### src/rtl/cpu_pkg.sv
// Shared types and constants for the 9-bit-instruction processor run-control path.
package cpu_pkg;

    typedef enum logic [2:0] {
        IDLE,
        ARMED,
        LOAD,
        RUN,
        DONE
    } run_state_t;

    localparam logic [8:0] NOP_INSTR          = 9'b100000000;
    localparam int         RUN_MAX_CYCLES_DEF = 4096;
    localparam int         PROG_STRIDE_DEF    = 64;

endpackage

### src/rtl/sat_counter.sv
// Up-counter that clears on clr, steps on inc, and holds at all-ones instead of wrapping.
module sat_counter #(
    parameter int WIDTH = 16
) (
    input  logic             clk,
    input  logic             reset,
    input  logic             clr,
    input  logic             inc,
    output logic [WIDTH-1:0] count,
    output logic             at_max
);

    logic [WIDTH-1:0] count_q;
    logic [WIDTH-1:0] count_d;

    assign at_max = &count_q;
    assign count  = count_q;

    always_comb begin
        count_d = count_q;
        if (clr) begin
            count_d = '0;
        end else if (inc && !at_max) begin
            count_d = count_q + 1'b1;
        end
    end

    always_ff @(posedge clk) begin
        if (!reset) begin
            count_q <= '0;
        end else begin
            count_q <= count_d;
        end
    end

endmodule

### src/rtl/run_sequencer.sv
// Run-control sequencer: start/ack handshake, entry-point select, issue gating and cycle count.
// Optional watchdog timeout is enabled by defining RUN_SEQ_WATCHDOG_EN.
module run_sequencer
    import cpu_pkg::*;
#(
    parameter  int NUM_PROGS   = 4,
    parameter  int PROG_STRIDE = PROG_STRIDE_DEF,
    parameter  int PC_W        = 32,
    parameter  int CYC_W       = 16,
    parameter  int MAX_CYCLES  = RUN_MAX_CYCLES_DEF,
    localparam int SEL_W       = (NUM_PROGS > 1) ? $clog2(NUM_PROGS) : 1
) (
    input  logic             clk,
    input  logic             reset,
    input  logic             start,
    input  logic [SEL_W-1:0] prog_sel,
    input  logic             done_in,
    output logic             run_en,
    output logic             pc_load,
    output logic [PC_W-1:0]  pc_load_val,
    output logic             ack,
    output logic             timeout,
    output logic             busy,
    output logic [CYC_W-1:0] cycle_count
);

    run_state_t       state_q, state_d;
    logic [SEL_W-1:0] sel_q, sel_d;
    logic             timeout_q, timeout_d;
    logic [SEL_W-1:0] sel_clamped;
    logic             cnt_clr, cnt_inc, cnt_max;
    logic             wd_hit;

    // Out-of-range program indices fall back to entry point 0.
    assign sel_clamped = (32'(prog_sel) >= NUM_PROGS) ? '0 : prog_sel;

`ifdef RUN_SEQ_WATCHDOG_EN
    assign wd_hit = (cycle_count == CYC_W'(MAX_CYCLES - 1));
`else
    assign wd_hit = 1'b0;
`endif

    always_comb begin
        state_d   = state_q;
        sel_d     = sel_q;
        timeout_d = timeout_q;
        cnt_clr   = 1'b0;
        cnt_inc   = 1'b0;
        case (state_q)
            IDLE: begin
                if (start) begin
                    state_d = ARMED;
                    sel_d   = sel_clamped;
                end
            end
            ARMED: begin
                if (!start) begin
                    state_d = LOAD;
                end
            end
            LOAD: begin
                cnt_clr = 1'b1;
                state_d = RUN;
            end
            RUN: begin
                cnt_inc = !cnt_max;
                // done_in takes priority over a watchdog hit on the same edge.
                if (done_in) begin
                    state_d   = DONE;
                    timeout_d = 1'b0;
                end else if (wd_hit) begin
                    state_d   = DONE;
                    timeout_d = 1'b1;
                end
            end
            DONE: begin
                if (start) begin
                    state_d   = ARMED;
                    sel_d     = sel_clamped;
                    timeout_d = 1'b0;
                end
            end
            default: state_d = IDLE;
        endcase
    end

    always_ff @(posedge clk) begin
        if (!reset) begin
            state_q   <= IDLE;
            sel_q     <= '0;
            timeout_q <= 1'b0;
        end else begin
            state_q   <= state_d;
            sel_q     <= sel_d;
            timeout_q <= timeout_d;
        end
    end

    sat_counter #(
        .WIDTH(CYC_W)
    ) u_cycle_cnt (
        .clk   (clk),
        .reset (reset),
        .clr   (cnt_clr),
        .inc   (cnt_inc),
        .count (cycle_count),
        .at_max(cnt_max)
    );

    // Every output decodes from registered state only.
    assign run_en      = (state_q == RUN);
    assign pc_load     = (state_q == LOAD);
    assign busy        = (state_q == LOAD) || (state_q == RUN);
    assign ack         = (state_q == DONE);
    assign timeout     = timeout_q;
    assign pc_load_val = PC_W'(sel_q) * PC_W'(PROG_STRIDE);

endmodule

### config.mk
export PLATFORM = sky130hd
export DESIGN_NAME = run_sequencer
export DESIGN_NICKNAME = d
export VERILOG_FILES = /design/src/rtl/cpu_pkg.sv /design/src/rtl/sat_counter.sv /design/src/rtl/run_sequencer.sv
export SDC_FILE = /design/constraint.sdc
export NUM_CORES = 1
export LEC_CHECK = 0
export ABC_AREA = 0
export BUFFER_PORTS_ARGS = -buffer_cell sky130_fd_sc_hd__buf_2
export CAP_MARGIN = 20
export CORE_MARGIN = 5
export CORE_UTILIZATION = 43
export DETAILED_ROUTE_END_ITERATION = 8
export PLACE_DENSITY = 0.74
export SKIP_LAST_GASP = 1
export SYNTH_ARGS = -nofsm -noshare
export SYNTH_HDL_FRONTEND = slang
export SYNTH_SLANG_ARGS = --single-unit
export TNS_END_PERCENT = 5
### constraint.sdc
create_clock -name clk -period 2.5 [get_ports clk]
set_input_delay 0.25 -clock clk [delete_from_list [all_inputs] [get_ports clk]]
set_output_delay 0.25 -clock clk [all_outputs]
set_load 0.01 [all_outputs]
# Yosys cells after proc, flatten, opt, wreduce, memory -nomap -nowiden
# Index checks and enable logic that the tools add are counted.
[classes]
addsub = 1
eq_ne = 8
muxes = 9
n_bitwise = 1
n_reduce_logical = 11
[op_table]
columns = ["operator", "count"]
rows = [
  ["adder 16 x 1 -> 16 bit (second input constant)", 1],
  ["AND reduction 16 bit", 1],
  ["one-hot mux 3 bit (4 select lines)", 1],
  ["two-way mux 3 bit", 3],
  ["== test 3 x 2 -> 1 bit (second input constant)", 2],
  ["!= test 2 bit (second input constant)", 3],
  ["AND reduction 3 bit", 2],
  ["two-way mux 1 bit", 4],
  ["OR reduction 2 bit", 2],
  ["== test 3 x 1 -> 1 bit (second input constant)", 1],
  ["== test 3 bit (second input constant)", 1],
  ["zero test 3 bit", 1],
  ["!= test 2 x 1 -> 1 bit (second input constant)", 1],
  ["one-hot mux 1 bit (2 select lines)", 1],
  ["AND reduction 2 bit", 1],
  ["nonzero test 2 bit", 1],
  ["logical AND 1 bit", 1],
  ["zero test 1 bit", 1],
  ["logical OR 1 bit", 1],
  ["inverter 1 bit", 1],
]
[word_totals]
reg_bits = 22
input_bits = 6

# Longest topological paths before layout
# Gate-level depths: netlist (run 1).
[depth]
depth_word = 4
ltp_mapped = 6
depth_no_buf = 5

# Modules after synthesis
# A second synthesis (run 1) with hierarchy kept.
[unflattened]
cells_unflattened = 160
hier_area_um2 = 1353.8
[by_module_without_submodules]
columns = ["module", "n_inst", "cells_per_inst", "area_per_inst_um2", "seq_area_each_um2"]
rows = [
  ["sat_counter", 1, 100, 853.3, 320.3],
  ["run_sequencer", 1, 60, 500.5, 100.1],
]

# Worst setup path after synthesis (run 1)
# OpenSTA, ideal clock, no wires.
[synth_path]
kind = "register to register"
startpoint = "register u_cycle_cnt.count_q[2], in the netlist u_cycle_cnt.count[2]"
endpoint = "register u_cycle_cnt.count_q[13], in the netlist u_cycle_cnt.count[13]"
setup_ns = 0.070
arrival_time_ns = 1.794
required_ns = 2.430
path_slack_ns = 0.636
path_stages_with_launch = 6
path_buffers = 1
synth_period_minus_slack_ns = 1.864
cell_sequence = "dfxtp_1 > nand3_1 > or4_1 > buf_2 > or4_1 > a21oi_1"
[synth_between]
elab_chain_cells = 4
word_cells_on_any_way = 5
classes_between = "1 x add/sub; 1 x mux; 3 x reduce/logical"
[synth_rtl]
columns = ["element", "line", "text"]
rows = [
  ["start: declaration", "sat_counter.sv:13", "logic [WIDTH-1:0] count_q;"],
  ["start signal: assignment", "sat_counter.sv:32", "count_q <= count_d;"],
  ["parallel branches: the longest is 4 deep, another holds adder 16 x 1 -> 16 bit", "--", ""],
]
# Several ways; the timed one is not identified.
# A chain may end at the register's enable or synchronous reset.

# Final worst setup path (run 1)
[layout_path]
startpoint = "register state_q[1]"
endpoint = "register u_cycle_cnt.count_q[13], in the netlist u_cycle_cnt.count[13]"
[layout_between]
elab_chain_cells = 3
word_cells_on_any_way = 6
classes_between = "2 x eq/ne; 2 x mux; 2 x reduce/logical"
[layout_rtl]
columns = ["element", "line", "text"]
rows = [
  ["start: declaration", "run_sequencer.sv:27", "run_state_t state_q, state_d;"],
  ["start signal: assignment", "run_sequencer.sv:93", "state_q <= state_d;"],
  ["== test 3 x 2 -> 1 bit", "run_sequencer.sv:49", "case (state_q)"],
  ["two-way mux 1 bit", "run_sequencer.sv:49", ""],
  ["OR reduction 2 bit (no line) or logical AND 1 bit (tied branches)", "--", ""],
]
# Several ways; a longest one is shown, not always the timed one.

==> reports/results.ini, run 1 <==
[critical_path]
cp-start-kind = flop
r2r_cells = 4
reg2reg_to = u_cycle_cnt.count[13]$_SDFFE_PP0P_
critPathKind = flop to flop
critPathArrivalTime_ps = 2350
critPathLaunch = state_q[1]$_SDFFE_PN0P_
reg2reg_from = state_q[1]$_SDFFE_PN0P_
crit_path_end_kind = flop
worstPathRequired_ps = 2740
crit_fanout = 14
rrSetupSlack_ps = 390

[placed_design]
place_congestion = 0.792
io_buffers = 27
place_area_um2 = 1370
hpwl_um = 2020

[cells_and_area]
antenna_cells = 0
final_layout_size_suffix_gt1_frac = 0.203
multiInputGateArea_um2 = 736
seqCellArea_um2 = 420
final_cell_area_um2 = 1400
area_delta_synth_final_pct = 4.58
fill_cells = 318
nets = 190
post-route-util = 0.462

[global_route]
grt_pass1_wl_um = 4090
overflow = 0
grt_pass1_vias = 883
grt_util_all_layers = 0.119
antenna_found_initial = 0
grt_max_degree = 15

[power_and_ir_drop]
peakVddDrop_mv = 0.152
p_total_uw = 572
leakage_nw = 0.605
power.density_nw_per_um2 = 409

[floorplan]
core_um2 = 3030
die_w_um = 65.8
rows = 20
die_h_um = 65.8
ioPinCount = 59
start_util = 0.442
dieArea_um2 = 4330

[sta]
fin_crit_sh = 0.845
slew_headroom = 0.620
hold_violations = 0
worst_slew_pin_slew_ps = 571
setup_viol = 0
post-route-min-period_ps = 2110
rsz0062_at_grt = false
skew_ps = 5.51
slew_viol_final = 0
finalSetupTns_ps = 0
max_freq_ghz = 0.474

[synthesis]
ys_types = 43
ys.flop_type = dfxtp_1
synth_edf_count = 0
yosysSeqAreaShare = 0.314
async_reset_ff_frac = 0
yosysMostFrequentCell = buf_4
synth.top_cell.area_share = 0.314
synth_top_cells_by_area = dfxtp_1 31%, buf_4 18%, a21oi_1 4.1%, o31ai_1 3.4%, or4_1 3.4%
synth_largest_area_cell = dfxtp_1
ys_seq_elements = 21
syn_area_um2 = 1340
syn_area_per_cell_um2 = 8.57
synth_commonest_cells = 32 x buf_4, 21 x dfxtp_1, 11 x a21oi_1, 7 x nand2_1, 7 x nor2_1
synth_cells = 156
ys_warn_count = 0

[detailed_routing]
drc = 0
route.vias.total = 1127
drt_wl_total_um = 2670
detail_route.vias_per_cell = 4.99
firstDrtPassIters = 4
wl_per_cell_um = 11.8
drtAntennaViolNets = 0
drtIter0Drc = 35

[min_path]
min_to = sel_q[0]$_SDFFE_PN0P_
hp-start = prog_sel[0]
holdPathStages = 3
min_path_type = primary input to flop

[job]
drv_cap = 0

[clocking]
cts-root-buf = clkbuf_4
cts_hold_buf = 0
cts_sinks = 21
htree_levels = 1
insertion_delay_ps = 310
clockBufferDepth = 2
cts_buffers = 3
cts_resized = 0
clk_pin_slew_ps = 120
cts_setup_buffers = 0
cts_tree = yes

[run_status]
run_status = finished clean

-- per-stage QoR --
step           hold slack [ps]  cells  setup slack (ps)
2_1_floorplan              397    186               636
3_3_place_gp               473    222               473
3_5_place_dp               492    222               419
4_1_cts                    185    226               392
5_1_grt                    180    226               297
6_report                   182    226               388
-- logic make-up after synthesis --
kind of cell | count (synthesis) | synth area share
muxes | 4 | 0.0299
buffers and inverters | 41 | 0.220
adders and majority gates | 1 | 0.00935
xor gates and xnor gates | 1 | 0.00655
AOI/OAI and AO/OA | 31 | 0.149
other | 1 | 0.00280
DFF | 21 | 0.314
and+or+nand+nor | 56 | 0.268
-- report_power, final --
part / internal (mW) / leakage, nW / switching, mW
logic: 0.0153 / 0.420 / 0.0437
registers: 0.339 / 0.170 / 0.00691
clock network: 0.0623 / 0.0150 / 0.105
total: 0.417 / 0.605 / 0.156
-- state kept, by name (all words and copies together) (netlist names) --
signal and cells:
state_q 3, u_cycle_cnt.count 16, sel_q 2
-- routing by layer --
layer	up-vias	global-route usage	share of wire
li1	561	-	-
met1	517	0.155	0.45
met2	43	0.181	0.44
met3	6	0.0306	0.078
met4	0	0.0544	0.025
met5	-	0	0
-- worst max-delay path: stages (launching register included) --
cell and delay [ps]:
dfxtp_1 540, nand3b_4 200, or4_1 670, or4_1 500, a21oi_1 140
-- cell usage in the layout (no fill, tap or decap), types with 2 or more instances in the layout --
cell | synthesis | layout
nor2_1 | 7 | 7
or3_1 | 5 | 5
nand2_1 | 7 | 7
inv_1 | 4 | 4
mux2i_1 | 4 | 4
a21oi_1 | 11 | 11
and3_1 | 3 | 3
nor3b_1 | 3 | 3
o21ai_0 | 3 | 3
nand3_1 | 6 | 6
nand4_1 | 2 | 2
nor4_1 | 4 | 4
a211oi_1 | 2 | 2
nor3_1 | 3 | 3
or4_1 | 6 | 6
conb_1 | 1 | 31
clkbuf_4 | 0 | 3
dfxtp_1 | 21 | 21
and4_1 | 2 | 2
buf_2 | 2 | 27
o31ai_1 | 6 | 6
-- final cells by class --
type                       instances  area share
multi-input combinational        124       0.526
sequential                        21       0.301
timing repair buffer              28       0.102
tap                               44      0.0394
clock buffer                       4      0.0188
inverter                           5      0.0134
-- worst max path at each step --
stage                                              end  slack (ps)  cells past startpoint
floorplan           u_cycle_cnt.count[13]$_SDFFE_PP0P_         640                      5
global placement    u_cycle_cnt.count[13]$_SDFFE_PP0P_         470                      4
detailed placement  u_cycle_cnt.count[13]$_SDFFE_PP0P_         420                      4
CTS                 u_cycle_cnt.count[13]$_SDFFE_PP0P_         390                      4
global route        u_cycle_cnt.count[13]$_SDFFE_PP0P_         300                      4
finish              u_cycle_cnt.count[13]$_SDFFE_PP0P_         390                      4
Power figures use the tool's default switching activity.
==> inputs of run 2 (changes only) <==
--- a/config.mk
+++ b/config.mk
@@ -9,9 +9,9 @@
 export BUFFER_PORTS_ARGS = -buffer_cell sky130_fd_sc_hd__buf_2
 export CAP_MARGIN = 20
 export CORE_MARGIN = 5
-export CORE_UTILIZATION = 43
+export CORE_UTILIZATION = 42
 export DETAILED_ROUTE_END_ITERATION = 8
-export PLACE_DENSITY = 0.74
+export PLACE_DENSITY = 0.75
 export SKIP_LAST_GASP = 1
 export SYNTH_ARGS = -nofsm -noshare
 export SYNTH_HDL_FRONTEND = slang
==> constraint.sdc (replaced) <==
create_clock -name clk -period 1.75 [get_ports clk]
set_input_delay 0.175 -clock clk [delete_from_list [all_inputs] [get_ports clk]]
set_output_delay 0.175 -clock clk [all_outputs]
set_load 0.01 [all_outputs]
==> run 2 against run 1 <==
  * The flow now finishes with violations (setup timing)
  * Die area grew 2.0%
  * Sequential power grew 40%
  * Via count grew 5.5%
  * Clock power grew 42%
  * Combinational power grew 64%
  * Clock-buffer cell count shrank 1
  * First-iteration DRC count shrank 51%
  * Critical endpoint unchanged
  * Highest routed layer unchanged
==> reports/results.ini, run 2 (synthesis gave the netlist of run 1 again) <==
[run_status]
run_status = complete, but fails checks
failed_checks = setup timing

[floorplan]
ioPinCount = 59
dieArea_um2 = 4410
core_um2 = 3050
rows = 20
die_w_um = 66.4
start_util = 0.438
die_h_um = 66.4

[power_and_ir_drop]
power.density_nw_per_um2 = 540
p_total_uw = 820
peakVddDrop_mv = 0.312
leakage_nw = 0.675

[global_route]
grt_pass1_wl_um = 4350
grt_pass1_vias = 954
antenna_found_initial = 0
overflow = 0
grt_util_all_layers = 0.128
grt_max_degree = 15

[cells_and_area]
post-route-util = 0.497
final_cells = 238
final_layout_size_suffix_gt1_frac = 0.309
final_common_cell = conb_1
largest_register_ffs = 16
final_cell_area_um2 = 1520
nets = 202
antenna_cells = 0
area_delta_synth_final_pct = 13.5
final_cell_mix = 31 x conb_1, 27 x buf_2, 13 x buf_4, 13 x dfxtp_1, 11 x a21oi_1

[critical_path]
cp-start-kind = flop
r2r_cells = 4
worstPathRequired_ps = 2010
rrSetupSlack_ps = -9
crit_fanout = 7
crit_path_end_kind = flop
critPathKind = flop to flop
reg2reg_from = u_cycle_cnt.count[3]$_SDFFE_PP0P_
reg2reg_to = u_cycle_cnt.count[13]$_SDFFE_PP0P_
critPathArrivalTime_ps = 2010

[sta]
finalSetupTns_ps = -8.95
slew_viol_final = 0
fin_crit_sh = 1.01
post-route-min-period_ps = 1760
hold_violations = 0
skew_ps = 8.43
rsz0062_at_grt = true
setup_viol = 1
max_freq_ghz = 0.569
fin_hold_ws_ps = 101
setup_ws_ps = -8.95

[clocking]
cts_tree = yes
cts_sinks = 21
cts_hold_buf = 0
clockBufferDepth = 2
htree_levels = 1
insertion_delay_ps = 310
clk_pin_slew_ps = 120
cts_setup_buffers = 0
cts-root-buf = clkbuf_4
cts_buffers = 3

[detailed_routing]
drt_wl_total_um = 2800
drtIter0Drc = 17
drtAntennaViolNets = 0
wl_per_cell_um = 11.8
firstDrtPassIters = 4
route.vias.total = 1189
detail_route.vias_per_cell = 5.00
drc = 0

[placed_design]
hpwl_um = 2230
io_buffers = 27
pre_cts_ws_ps = 32.2
place_area_um2 = 1480
place_congestion = 0.806
dp_cells = 234

[min_path]
holdPathStages = 3
min_to = sel_q[0]$_SDFFE_PN0P_
min_path_type = primary input to flop
hp-start = prog_sel[0]

[job]
drv_cap = 0

==> run 2: changes by cell type in the layout (fill, tap and decap cells not counted) <==
cell,before,now
buf_4,1,13
dfxtp_1,21,13
dfxtp_2,0,5
dfxtp_4,0,3
clkbuf_1,1,0
clkinv_2,0,1
o2111ai_1,1,0
o2111ai_2,0,1
or4_1,6,5
or4_4,0,1
==> run 2: where the power goes <==
part | switching [mW] | internal [mW] | leakage, nW
Sequential | 0.00513 | 0.480 | 0.175
Combinational | 0.0679 | 0.0291 | 0.483
Clock | 0.152 | 0.0855 | 0.0177
Total | 0.225 | 0.595 | 0.675
==> run 2: final cells by class <==
class                           count  area (um2)
Clock inverter                      1        5.00
Sequential cell                    21         438
Timing Repair Buffer               40         233
Inverter                            5        18.8
Fill cell                         316        1540
Tap cell                           44        55.1
Clock buffer                        3        22.5
Multi-Input combinational cell    124         746
==> run 2: worst max-delay path, cell delays in order, from the launching register on <==
cell     delay [ps]
dfxtp_4         390
nand3_1         110
or4_4           570
or4_1           490
a21oi_1         130
==> run 2: worst max path at each step <==
stage,slack (ps),from,endpoint
finish,-9,u_cycle_cnt.count[3]$_SDFFE_PP0P_,u_cycle_cnt.count[13]$_SDFFE_PP0P_
global route,-50,u_cycle_cnt.count[3]$_SDFFE_PP0P_,u_cycle_cnt.count[13]$_SDFFE_PP0P_
CTS,0.4,u_cycle_cnt.count[3]$_SDFFE_PP0P_,u_cycle_cnt.count[13]$_SDFFE_PP0P_
detailed placement,30,u_cycle_cnt.count[3]$_SDFFE_PP0P_,u_cycle_cnt.count[13]$_SDFFE_PP0P_
global placement,60,u_cycle_cnt.count[0]$_SDFFE_PP0P_,u_cycle_cnt.count[4]$_SDFFE_PP0P_
floorplan,0.4,state_q[0]$_SDFFE_PN0P_,u_cycle_cnt.count[13]$_SDFFE_PP0P_
==> run 2: metal layers <==
metal | GRT usage | vias to the layer above | wire length, um
li1 | - | 593 | -
met5 | 0 | - | 0
met3 | 0.0221 | 5 | 175
met2 | 0.202 | 36 | 1350
met1 | 0.162 | 555 | 1210
met4 | 0.0761 | 0 | 63
==> run 2: repair_timing <==
action | 4_1_cts | 5_1_grt
resized for setup | 0 | 1
endpoints found under the setup margin | 0 | 7
endpoints found under the hold margin | 0 | 0
